File: src/rtl/mmcm_ps_stepper_if.sv
// Command channel plus MMCM dynamic phase-shift port of the PS stepper.
// The slave side is the stepper; the master side is the command source together with the MMCM.
interface mmcm_ps_stepper_if #(
   parameter int POS_W = 10
);
   logic             cmd_valid;
   logic             cmd_ready;
   logic [POS_W-1:0] cmd_target;
   logic             ps_en;
   logic             ps_incdec;
   logic             ps_done;

   modport master (
      output cmd_valid, cmd_target, ps_done,
      input  cmd_ready, ps_en, ps_incdec
   );

   modport slave (
      input  cmd_valid, cmd_target, ps_done,
      output cmd_ready, ps_en, ps_incdec
   );
endinterface

File: src/rtl/mmcm_ps_stepper.sv
// Walks the MMCM fine phase to an absolute target along the shortest wrap-around path, one step per ps_en.
// Latency: 2 cycles to the first ps_en; step pitch is 1 + ps_done latency + SETTLE_CYC. cmd_ready is low while busy or unlocked.
module mmcm_ps_stepper #(
   parameter int POS_W           = 10,
   parameter int STEPS_PER_CYCLE = 560,
   parameter int TIMEOUT_CYC     = 64,
   parameter int SETTLE_CYC      = 4
) (
   input  logic             free_run_clk,
   input  logic             free_run_rst_n,
   mmcm_ps_stepper_if.slave bus,
   input  logic             locked,
   output logic [POS_W-1:0] cur_pos,
   output logic             busy,
   output logic             done,
   output logic             err_timeout,
   output logic             err_range,
   output logic             err_lock
);
   localparam int CNT_MAX = (TIMEOUT_CYC > SETTLE_CYC) ? TIMEOUT_CYC : SETTLE_CYC;
   localparam int CNT_W   = $clog2(CNT_MAX + 1);
   localparam logic [POS_W:0]   N_EXT   = (POS_W+1)'(STEPS_PER_CYCLE);
   localparam logic [POS_W:0]   HALF    = (POS_W+1)'(STEPS_PER_CYCLE / 2);
   localparam logic [POS_W-1:0] POS_MAX = POS_W'(STEPS_PER_CYCLE - 1);

   typedef enum logic [2:0] {
      S_IDLE, S_CALC, S_STEP, S_WAIT, S_SETTLE, S_DONE
   } state_t;

   state_t           state_q, state_d;
   logic [POS_W-1:0] target_q;
   logic [POS_W-1:0] remaining_q;
   logic             dir_q;
   logic [CNT_W-1:0] cnt_q;
   logic             rdy_q;

   logic [POS_W:0] tgt_ext, pos_ext, diff;
   logic           range_bad, accept, timeout_hit, settle_end;

   always_comb begin
      tgt_ext     = {1'b0, target_q};
      pos_ext     = {1'b0, cur_pos};
      diff        = (tgt_ext >= pos_ext) ? (tgt_ext - pos_ext) : (tgt_ext + N_EXT - pos_ext);
      range_bad   = (tgt_ext >= N_EXT);
      accept      = bus.cmd_valid && bus.cmd_ready;
      timeout_hit = (cnt_q == CNT_W'(TIMEOUT_CYC - 1));
      settle_end  = (cnt_q == CNT_W'(SETTLE_CYC - 1));
   end

   always_ff @(posedge free_run_clk or negedge free_run_rst_n) begin
      if (!free_run_rst_n) state_q <= S_IDLE;
      else                 state_q <= state_d;
   end

   // Lock loss overrides everything, including a ps_done arriving the same cycle.
   always_comb begin
      state_d = state_q;
      if (state_q != S_IDLE && !locked) begin
         state_d = S_IDLE;
      end else begin
         case (state_q)
            S_IDLE:   if (accept) state_d = S_CALC;
            S_CALC: begin
               if (range_bad)      state_d = S_IDLE;
               else if (diff == 0) state_d = S_DONE;
               else                state_d = S_STEP;
            end
            S_STEP:   state_d = S_WAIT;
            S_WAIT: begin
               if (bus.ps_done)      state_d = S_SETTLE;
               else if (timeout_hit) state_d = S_IDLE;
            end
            S_SETTLE: if (settle_end) state_d = (remaining_q != '0) ? S_STEP : S_DONE;
            S_DONE:   state_d = S_IDLE;
            default:  state_d = S_IDLE;
         endcase
      end
   end

   always_comb begin
      busy          = (state_q != S_IDLE);
      done          = (state_q == S_DONE);
      bus.ps_en     = (state_q == S_STEP) && locked;
      bus.ps_incdec = dir_q;
      bus.cmd_ready = rdy_q && locked;
   end

   always_ff @(posedge free_run_clk or negedge free_run_rst_n) begin
      if (!free_run_rst_n) begin
         target_q    <= '0;
         remaining_q <= '0;
         dir_q       <= 1'b0;
         cnt_q       <= '0;
         rdy_q       <= 1'b0;
         cur_pos     <= '0;
         err_timeout <= 1'b0;
         err_range   <= 1'b0;
         err_lock    <= 1'b0;
      end else begin
         rdy_q <= (state_d == S_IDLE);
         if (state_d != state_q)
            cnt_q <= '0;
         else if (state_q == S_WAIT || state_q == S_SETTLE)
            cnt_q <= cnt_q + CNT_W'(1);

         if (accept) begin
            target_q    <= bus.cmd_target;
            err_timeout <= 1'b0;
            err_range   <= 1'b0;
            err_lock    <= 1'b0;
         end

         // After relock the MMCM sits at its static phase again.
         if (!locked) begin
            cur_pos <= '0;
            if (state_q != S_IDLE) err_lock <= 1'b1;
         end else begin
            case (state_q)
               S_CALC: begin
                  if (range_bad) begin
                     err_range <= 1'b1;
                  end else if (diff <= HALF) begin
                     dir_q       <= 1'b1;
                     remaining_q <= POS_W'(diff);
                  end else begin
                     dir_q       <= 1'b0;
                     remaining_q <= POS_W'(N_EXT - diff);
                  end
               end
               S_WAIT: begin
                  if (bus.ps_done) begin
                     remaining_q <= remaining_q - POS_W'(1);
                     if (dir_q) cur_pos <= (cur_pos == POS_MAX) ? '0 : cur_pos + POS_W'(1);
                     else       cur_pos <= (cur_pos == '0) ? POS_MAX : cur_pos - POS_W'(1);
                  end else if (timeout_hit) begin
                     err_timeout <= 1'b1;
                  end
               end
               default: ;
            endcase
         end
      end
   end
endmodule

File: src/flat_wrapper.sv
// flat-port wrapper written by rule: the top's interface ports become plain ports
module mmcm_ps_stepper_flat 
#(
   parameter int POS_W           = 10,
   parameter int STEPS_PER_CYCLE = 560,
   parameter int TIMEOUT_CYC     = 64,
   parameter int SETTLE_CYC      = 4
)
  (free_run_clk, free_run_rst_n, locked, cur_pos, busy, done, err_timeout, err_range, err_lock, bus_cmd_valid, bus_cmd_target, bus_ps_done, bus_cmd_ready, bus_ps_en, bus_ps_incdec);
  mmcm_ps_stepper_if #(.POS_W(POS_W)) bus_i ();
  input  logic free_run_clk;
  input  logic free_run_rst_n;
  input  logic locked;
  output logic [POS_W-1:0] cur_pos;
  output logic busy;
  output logic done;
  output logic err_timeout;
  output logic err_range;
  output logic err_lock;
  input wire logic [$bits(bus_i.cmd_valid)-1:0] bus_cmd_valid;
  input wire logic [$bits(bus_i.cmd_target)-1:0] bus_cmd_target;
  input wire logic [$bits(bus_i.ps_done)-1:0] bus_ps_done;
  output wire logic [$bits(bus_i.cmd_ready)-1:0] bus_cmd_ready;
  output wire logic [$bits(bus_i.ps_en)-1:0] bus_ps_en;
  output wire logic [$bits(bus_i.ps_incdec)-1:0] bus_ps_incdec;
  assign bus_i.cmd_valid = bus_cmd_valid;
  assign bus_i.cmd_target = bus_cmd_target;
  assign bus_i.ps_done = bus_ps_done;
  assign bus_cmd_ready = bus_i.cmd_ready;
  assign bus_ps_en = bus_i.ps_en;
  assign bus_ps_incdec = bus_i.ps_incdec;
  mmcm_ps_stepper #(.POS_W(POS_W), .STEPS_PER_CYCLE(STEPS_PER_CYCLE), .TIMEOUT_CYC(TIMEOUT_CYC), .SETTLE_CYC(SETTLE_CYC)) u_core (.free_run_clk(free_run_clk), .free_run_rst_n(free_run_rst_n), .bus(bus_i), .locked(locked), .cur_pos(cur_pos), .busy(busy), .done(done), .err_timeout(err_timeout), .err_range(err_range), .err_lock(err_lock));
endmodule
File: config.mk
export PLATFORM = sky130hd
export DESIGN_NAME = mmcm_ps_stepper_flat
export DESIGN_NICKNAME = d
export VERILOG_FILES = /design/src/rtl/mmcm_ps_stepper_if.sv /design/src/rtl/mmcm_ps_stepper.sv /design/src/flat_wrapper.sv
export SDC_FILE = /design/constraint.sdc
export NUM_CORES = 1
export LEC_CHECK = 0
export CAP_MARGIN = 20
export CELL_PAD_IN_SITES_DETAIL_PLACEMENT = 0
export CELL_PAD_IN_SITES_GLOBAL_PLACEMENT = 2
export CORE_MARGIN = 4
export CORE_UTILIZATION = 37
export CTS_BUF_LIST = sky130_fd_sc_hd__clkbuf_8 sky130_fd_sc_hd__clkbuf_16
export CTS_CLUSTER_DIAMETER = 80
export CTS_CLUSTER_SIZE = 25
export DETAILED_ROUTE_END_ITERATION = 8
export GPL_TIMING_DRIVEN = 0
export PLACE_DENSITY_LB_ADDON = 0.1
export SLEW_MARGIN = 20
export SYNTH_ARGS = -nofsm -noshare
export SYNTH_HDL_FRONTEND = slang
export SYNTH_SLANG_ARGS = --single-unit
File: constraint.sdc
create_clock -name free_run_clk -period 3.75 [get_ports free_run_clk]
set_input_delay 0.5625 -clock free_run_clk [delete_from_list [all_inputs] [get_ports free_run_clk]]
set_output_delay 0.5625 -clock free_run_clk [all_outputs]
set_load 0.02 [all_outputs]
==> results of run 1 <==
cells by family (layout without fill, tap and decap cells):
kind of cell	Yosys count	after routing	synth area share [%]
AOI/OAI and AO/OA	149	149	24.4
xor gates and xnor gates	19	19	3.82
adders and majority gates	36	36	11.7
buffers and inverters	54	96	5.00
DFF	45	45	25.8
muxes	18	18	4.45
and+or+nand+nor	201	201	24.8
worst paths after layout:
check | endpoint | slack, ns | cells past startpoint
min | u_core.remaining_q[7] | 0.24 | 1
min in group free_run_clk | u_core.err_lock | 0.51 | 1
max reg2reg | u_core.remaining_q[3] | 0.15 | 13
max in group asynchronous | u_core.cur_pos[4] | 2.97 | 2
max | u_core.remaining_q[3] | 0.15 | 13
min reg2reg | u_core.err_lock | 0.51 | 1
layer usage:
| layer | wire, microns | vias up |
|---|---|---|
| li1 | - | 2015 |
| met1 | 6080 | 1910 |
| met2 | 5800 | 63 |
| met3 | 335 | 14 |
| met4 | 250 | 0 |
| met5 | 0 | - |
sequential cells by signal, indices dropped and copies added, names as in the netlist:
register              cells
u_core.err_range          1
u_core.remaining_q       10
u_core.err_lock           1
u_core.target_q          10
u_core.rdy_q              1
u_core.bus.ps_incdec      1
u_core.cur_pos           10
u_core.cnt_q              7
u_core.state_q            3
u_core.err_timeout        1
report_power, final:
group / leakage [uW] / internal [uW] / switching [uW]
clock network: 0.0000768 / 265 / 189
registers: 0.000576 / 639 / 154
logic: 0.00141 / 1560 / 2320
total: 0.00206 / 2470 / 2670
repair_timing:
item                       CTS  global route
setup endpoints to repair   13            12
pin swaps                    0             2
gates resized for setup      6            12
setup buffers                0             3
final cells by class:
type                            instances  area [sq um]
Multi-Input combinational cell        423          3050
Buffer                                 18          86.3
Clock inverter                          2          13.8
Fill cell                            1127          6390
Sequential cell                        45          1130
Timing Repair Buffer                   35           348
Clock buffer                            6           139
Inverter                               35           131
Tap cell                              143           179
stage by stage:
stage | util, % | hold slack (ns) | setup TNS, ns | setup slack [ns] | instance area (sq um)
2_1_floorplan | - | 0.267 | 0 | 0.119 | 4360
3_3_place_gp | 42.3 | 0.492 | -2.16 | -0.269 | 4850
4_1_cts | 43.9 | 0.236 | -0.00832 | -0.00832 | 5030
3_5_place_dp | 42.4 | 0.496 | -2.00 | -0.239 | 4860
5_1_grt | 44.3 | 0.254 | 0 | 0.00182 | 5080
6_report | 44.3 | 0.237 | 0 | 0.149 | 5080
worst register-to-register path: stages, from the launching register on:
cell,delay (ns)
dfrtp_1,0.45
inv_1,0.15
ha_1,0.22
inv_1,0.07
fa_2,0.61
nand2b_1,0.18
a21oi_1,0.10
o21a_1,0.19
or4_1,0.53
a21boi_4,0.28
a2bb2o_1,0.32
buf_6,0.14
mux2i_1,0.14
o211ai_1,0.09
cells in the final DEF (no fill, tap or decap), drive strengths merged, types with 5 or more instances in the layout:
master,netlist,final
a21oi,38,38
nor4,6,6
nand2b,5,5
and3,6,6
nand4,9,9
mux2i,7,7
nor3,21,21
o2111ai,5,5
o31ai,8,8
nor2b,10,10
a21o,10,10
dfrtp,45,45
inv,35,35
o21ai,34,34
or4,6,6
mux2,11,11
o211ai,8,8
clkdlybuf4s50,0,30
nor3b,6,6
clkbuf,11,16
buf,8,13
xor2,10,10
or3,10,10
nand3,20,20
nand2,46,46
xnor2,9,9
ha,27,27
a21boi,5,5
nor2,34,34
fa,8,8
==> key figures, run 1 <==
Floorplan
  • Die Ht: 117 microns
  • Die area: 13600 sq um
  • Initial core utilization: 38.0%
  • Chip width: 117 microns
  • I/O pin count: 33
  • Row cnt: 39
  • Core area: 11500 sq um

Layout
  • Area Growth Syn to Fin: 16.5%
  • Final #Nets: 613
  • Share of post-route cells with drive strength above 1: 11.9%
  • Antenna diodes: 0
  • Finished Layout Cells: 707

Timing
  • # setup viols final: 0
  • Final Skew: 0.00786 ns
  • Fmax: 278 MHz
  • Fin crit share: 96.0%
  • Final Max Tran Viols: 0
  • Slew at the pin with the worst max-slew slack: 0.808 ns
  • Hold Violations, Final: 0
  • Max-slew headroom: 45.6%
  • Minimum clock period: 3.60 ns
  • RSZ-0062 raised after global routing: no

Worst setup path
  • Element type at the critical path start: flop
  • Crit path max fanout: 7
  • Max stage delay on crit path: 0.61 ns
  • WP data arrival: 3.75 ns
  • CP required: 3.90 ns
  • WS Path Type: flop to flop
  • Worst R2R Start: u_core.cur_pos[6]
  • Setup crit end kind: flop
  • Critical path startpoint: u_core.cur_pos[6]
  • Most frequent CP cell: inv_1
  • Worst path bufs/invs: 3
  • Slowest-stage cell, CP: fa_2
  • Kind of cell adding the most delay to the critical path: compound AO/OA/AOI/OAI gates
  • Critical-path cell list: inv_1 -> ha_1 -> inv_1 -> fa_2 -> nand2b_1 -> a21oi_1 -> o21a_1 -> or4_1 -> a21boi_4 -> a2bb2o_1 -> buf_6 -> mux2i_1 -> o211ai_1

Power
  • P per Cell Area: 1010 nW/um^2
  • LEAKAGE: 0.00206 uW
  • VDD IR max: 0.479 mV
  • Total power: 5130 uW

Placement
  • HPWL Detailed: 10000 microns
  • Cells after DPL: 697
  • Routability cong.: 0.818
  • Port Buf Inserts: 31

Yosys
  • Largest cells by area after synthesis: dfrtp_1 (26%), ha_1 (7.8%), a21oi_1 (4.1%)
  • Sequential element share of the synthesized area: 25.8%
  • Yosys top cell by area: dfrtp_1
  • Ys async rst share: 100%
  • Post-synth top cells: nand2_1 (46), dfrtp_1 (45), a21oi_1 (36)
  • Post-synth EDFFs: 0
  • Synthesized flop and latch total: 45
  • Count leader, synth: nand2_1
  • Post-Syn Nets: 572
  • Ys Warns: 0
  • Synth top area share: 25.8%
  • Syn_area_per_cell: 8.35 sq um
  • Post-synthesis cell area: 4360 sq um
  • Post-synth cell types: 76
  • Mapped Cells: 522
  • Top FF cell, synth: dfrtp_1

Route
  • DR vias: 4002
  • Antenna Violating Nets Remaining: 0
  • Per-cell routed wire length: 17.6 microns
  • DR iter-0 viols: 209
  • DRC errors left: 0
  • Via density: 5.66
  • TritonRoute pass-1 iters: 4
  • Detailed Route WL: 12500 microns

Clock network
  • CTS tree: built
  • H-tree Lvls: 2
  • Hold Buf Count CTS: 0
  • CTS Buf Count: 5
  • Root Buffer: clkbuf_16
  • Worst-Skew Late Latency: 0.29 ns
  • Clock tree buffer depth: 2
  • Worst-path clk slew: 0.06 ns
  • CTS sink cnt: 45

Global routing
  • Wire length of the first global-routing pass: 20300 microns
  • Vias in the first global route: 3845
  • Largest net degree at the start of global routing: 27
  • Grt met1 use: 26.8%
  • Antenna violations before repair: 0
  • Total GRT Usage: 19.2%
  • Grt total ovfl: 0
  • Layer with the highest usage: met2
  • Met3 GRT Util: 2.80%
  • Met2 Use GR: 30.9%

Outcome
  • Status: finished, final reports clean

Run
  • Max Cap Violations: 0

Hold path
  • Worst hold path class: input pin to asynchronous set/reset pin
Power figures use the tool's default switching activity.
==> run 2: changes to the inputs <==
- GPL_TIMING_DRIVEN: 0 -> not set
==> run 2 against run 1 <==
Sequential share of layout area decreased by 0.14 points. Utilization increased by 0.087 points. Register-to-register slack improved by 0.11 ns. Routed wire length increased by 1.2%. Total power decreased by 0.92%. Largest power group unchanged. Final cell count increased by 0.28%. Critical path depth decreased by 1. Non-clock buffer count increased by 2. First-iteration DRC count increased by 22%. Critical path type unchanged. Count of clock-buffer cells in the layout decreased by 1. Cell area increased by 0.20%.
==> key figures, run 2 (synthesis gave the netlist of run 1 again) <==
Route
  • Via density: 5.66
  • Detailed Route WL: 12600 microns
  • DR iter-0 viols: 255
  • Per-cell routed wire length: 17.8 microns
  • Antenna Violating Nets Remaining: 0
  • DR vias: 4013
  • TritonRoute pass-1 iters: 4
  • DRC errors left: 0

Placement
  • HPWL Detailed: 10100 microns
  • Worst Setup Slack post-DPL: 0.219 ns
  • Routability cong.: 0.873
  • Port Buf Inserts: 32

Run
  • Max Cap Violations: 0

Clock network
  • CTS Buf Count: 5
  • CTS sink cnt: 45
  • Worst-path clk slew: 0.07 ns
  • Post-CTS setup buffers: 0
  • Clock tree buffer depth: 2
  • Worst-Skew Late Latency: 0.30 ns
  • CTS tree: built
  • H-tree Lvls: 2
  • Root Buffer: clkbuf_16

Layout
  • Antenna diodes: 0
  • Largest regs: u_core.cur_pos (10), u_core.remaining_q (10), u_core.target_q (10)
  • Final #Nets: 615
  • Commonest cells after routing, fill and taps aside: nand2_1 (46), dfrtp_1 (45), inv_1 (35), a21oi_1 (35), nor2_1 (34)
  • Share of post-route cells with drive strength above 1: 11.5%
  • Commonest non-fill, non-tap cell in the layout: nand2_1
  • Area Growth Syn to Fin: 16.8%

Floorplan
  • Core area: 11500 sq um
  • Initial core utilization: 38.0%
  • Die Ht: 117 microns
  • Row cnt: 39
  • I/O pin count: 33
  • Die area: 13600 sq um
  • Chip width: 117 microns

Timing
  • RSZ-0062 raised after global routing: no
  • Final Max Tran Viols: 0
  • Final worst slack: 0.255 ns
  • Fmax: 286 MHz
  • Final Skew: 0.0169 ns
  • Fin crit share: 93.2%
  • Hold Violations, Final: 0
  • Minimum clock period: 3.49 ns
  • Slew at the pin with the worst max-slew slack: 0.859 ns
  • # setup viols final: 0
  • Setup TNS: 0 ns
  • Max-slew headroom: 42.0%

Power
  • VDD IR max: 0.397 mV
  • LEAKAGE: 0.00211 uW
  • P per Cell Area: 1000 nW/um^2

Worst setup path
  • Worst R2R End: u_core.remaining_q[3]
  • WS Path Type: flop to flop
  • WP data arrival: 3.66 ns
  • CP required: 3.92 ns
  • Worst R2R Start: u_core.cur_pos[6]
  • R2R Setup Slk: 0.26 ns
  • Element type at the critical path start: flop
  • Worst Setup EP: u_core.remaining_q[3]
  • Setup crit end kind: flop
  • Worst R2R Path Depth: 12
  • Critical path startpoint: u_core.cur_pos[6]
  • Crit path max fanout: 7

Global routing
  • Antenna violations before repair: 0
  • Vias in the first global route: 3844
  • Grt total ovfl: 0
  • Wire length of the first global-routing pass: 20400 microns
  • Total GRT Usage: 19.1%
  • Largest net degree at the start of global routing: 33

Outcome
  • Status: finished, final reports clean

Hold path
  • Worst hold path class: input pin to asynchronous set/reset pin
run 2: cell types whose count changed in the layout (fill, tap and decap cells not counted), sizes merged:
| cell | previous run | this run |
|---|---|---|
| clkinvlp | 0 | 1 |
| clkdlybuf4s50 | 30 | 31 |
| buf | 13 | 24 |
| clkinv | 2 | 1 |
| inv | 35 | 36 |
| clkbuf | 16 | 5 |
run 2: how the worst min path moves through the flow:
stage / startpoint / end / slack (ns) / cells past startpoint
global route: free_run_rst_n / u_core.remaining_q[7] / 0.42 / 1
finish: free_run_rst_n / u_core.remaining_q[9] / 0.36 / 1
floorplan: free_run_rst_n / u_core.bus.ps_incdec / 0.27 / 0
global placement: u_core.err_range / u_core.err_range / 0.47 / 2
CTS: free_run_rst_n / u_core.remaining_q[7] / 0.39 / 1
detailed placement: u_core.err_range / u_core.err_range / 0.49 / 2
run 2: layout make-up:
| type | count | area [sq um] |
|---|---|---|
| fill | 1182 | 6380 |
| multi-input combinational | 423 | 3020 |
| sequential | 45 | 1130 |
| timing repair buffer | 55 | 488 |
| tap | 143 | 179 |
| inverter | 35 | 131 |
| clock buffer | 5 | 125 |
| clock inverter | 3 | 21.3 |
run 2: report_power, final:
group          internal (uW)  total [uW]  switching [uW]  leakage [uW]
Sequential               637         833             196      0.000582
Clock                    249         456             208     0.0000702
Combinational           1560        3800            2240       0.00145
run 2: through the flow:
step	power [uW]	utilization, %	hold slack, ns	instance area [sq um]	cells
after global placement	4590	43.1	0.470	4940	701
final	5090	44.4	0.358	5090	709
after CTS	5080	44.3	0.390	5080	709
after floorplan	3650	-	0.267	4360	522
after global routing	5550	44.4	0.419	5090	709
after detailed placement	4600	43.1	0.486	4940	701
run 2: critical path: stages, from the launching register on:
cell and delay, ns:
dfrtp_1 0.44, inv_1 0.12, ha_1 0.21, inv_1 0.07, fa_1 0.61, nand2b_1 0.18
a21oi_1 0.10, o21a_1 0.19, or4_1 0.50, a21boi_2 0.27, a2bb2o_1 0.41, mux2i_1 0.18
o211ai_1 0.09
run 2: layer usage:
layer  vias up  GRT usage, %  part of all wire [%]
met4         0          3.63                  0.75
met5         -             0                     0
met3         9          2.64                   2.5
li1       2017             -                     -
met2        55          32.4                    49
met1      1932          26.1                    47
run 2: repair_timing:
item	4_1_cts	5_1_grt
setup endpoints to repair	0	5
hold endpoints to repair	0	0
gates resized for setup	0	1
hold buffers	0	0
==> run 3: changes to the inputs <==
- TNS_END_PERCENT: not set -> 10
==> results of run 3 <==
Same layout as run 2: the final DEF is identical, and so are final timing and power.
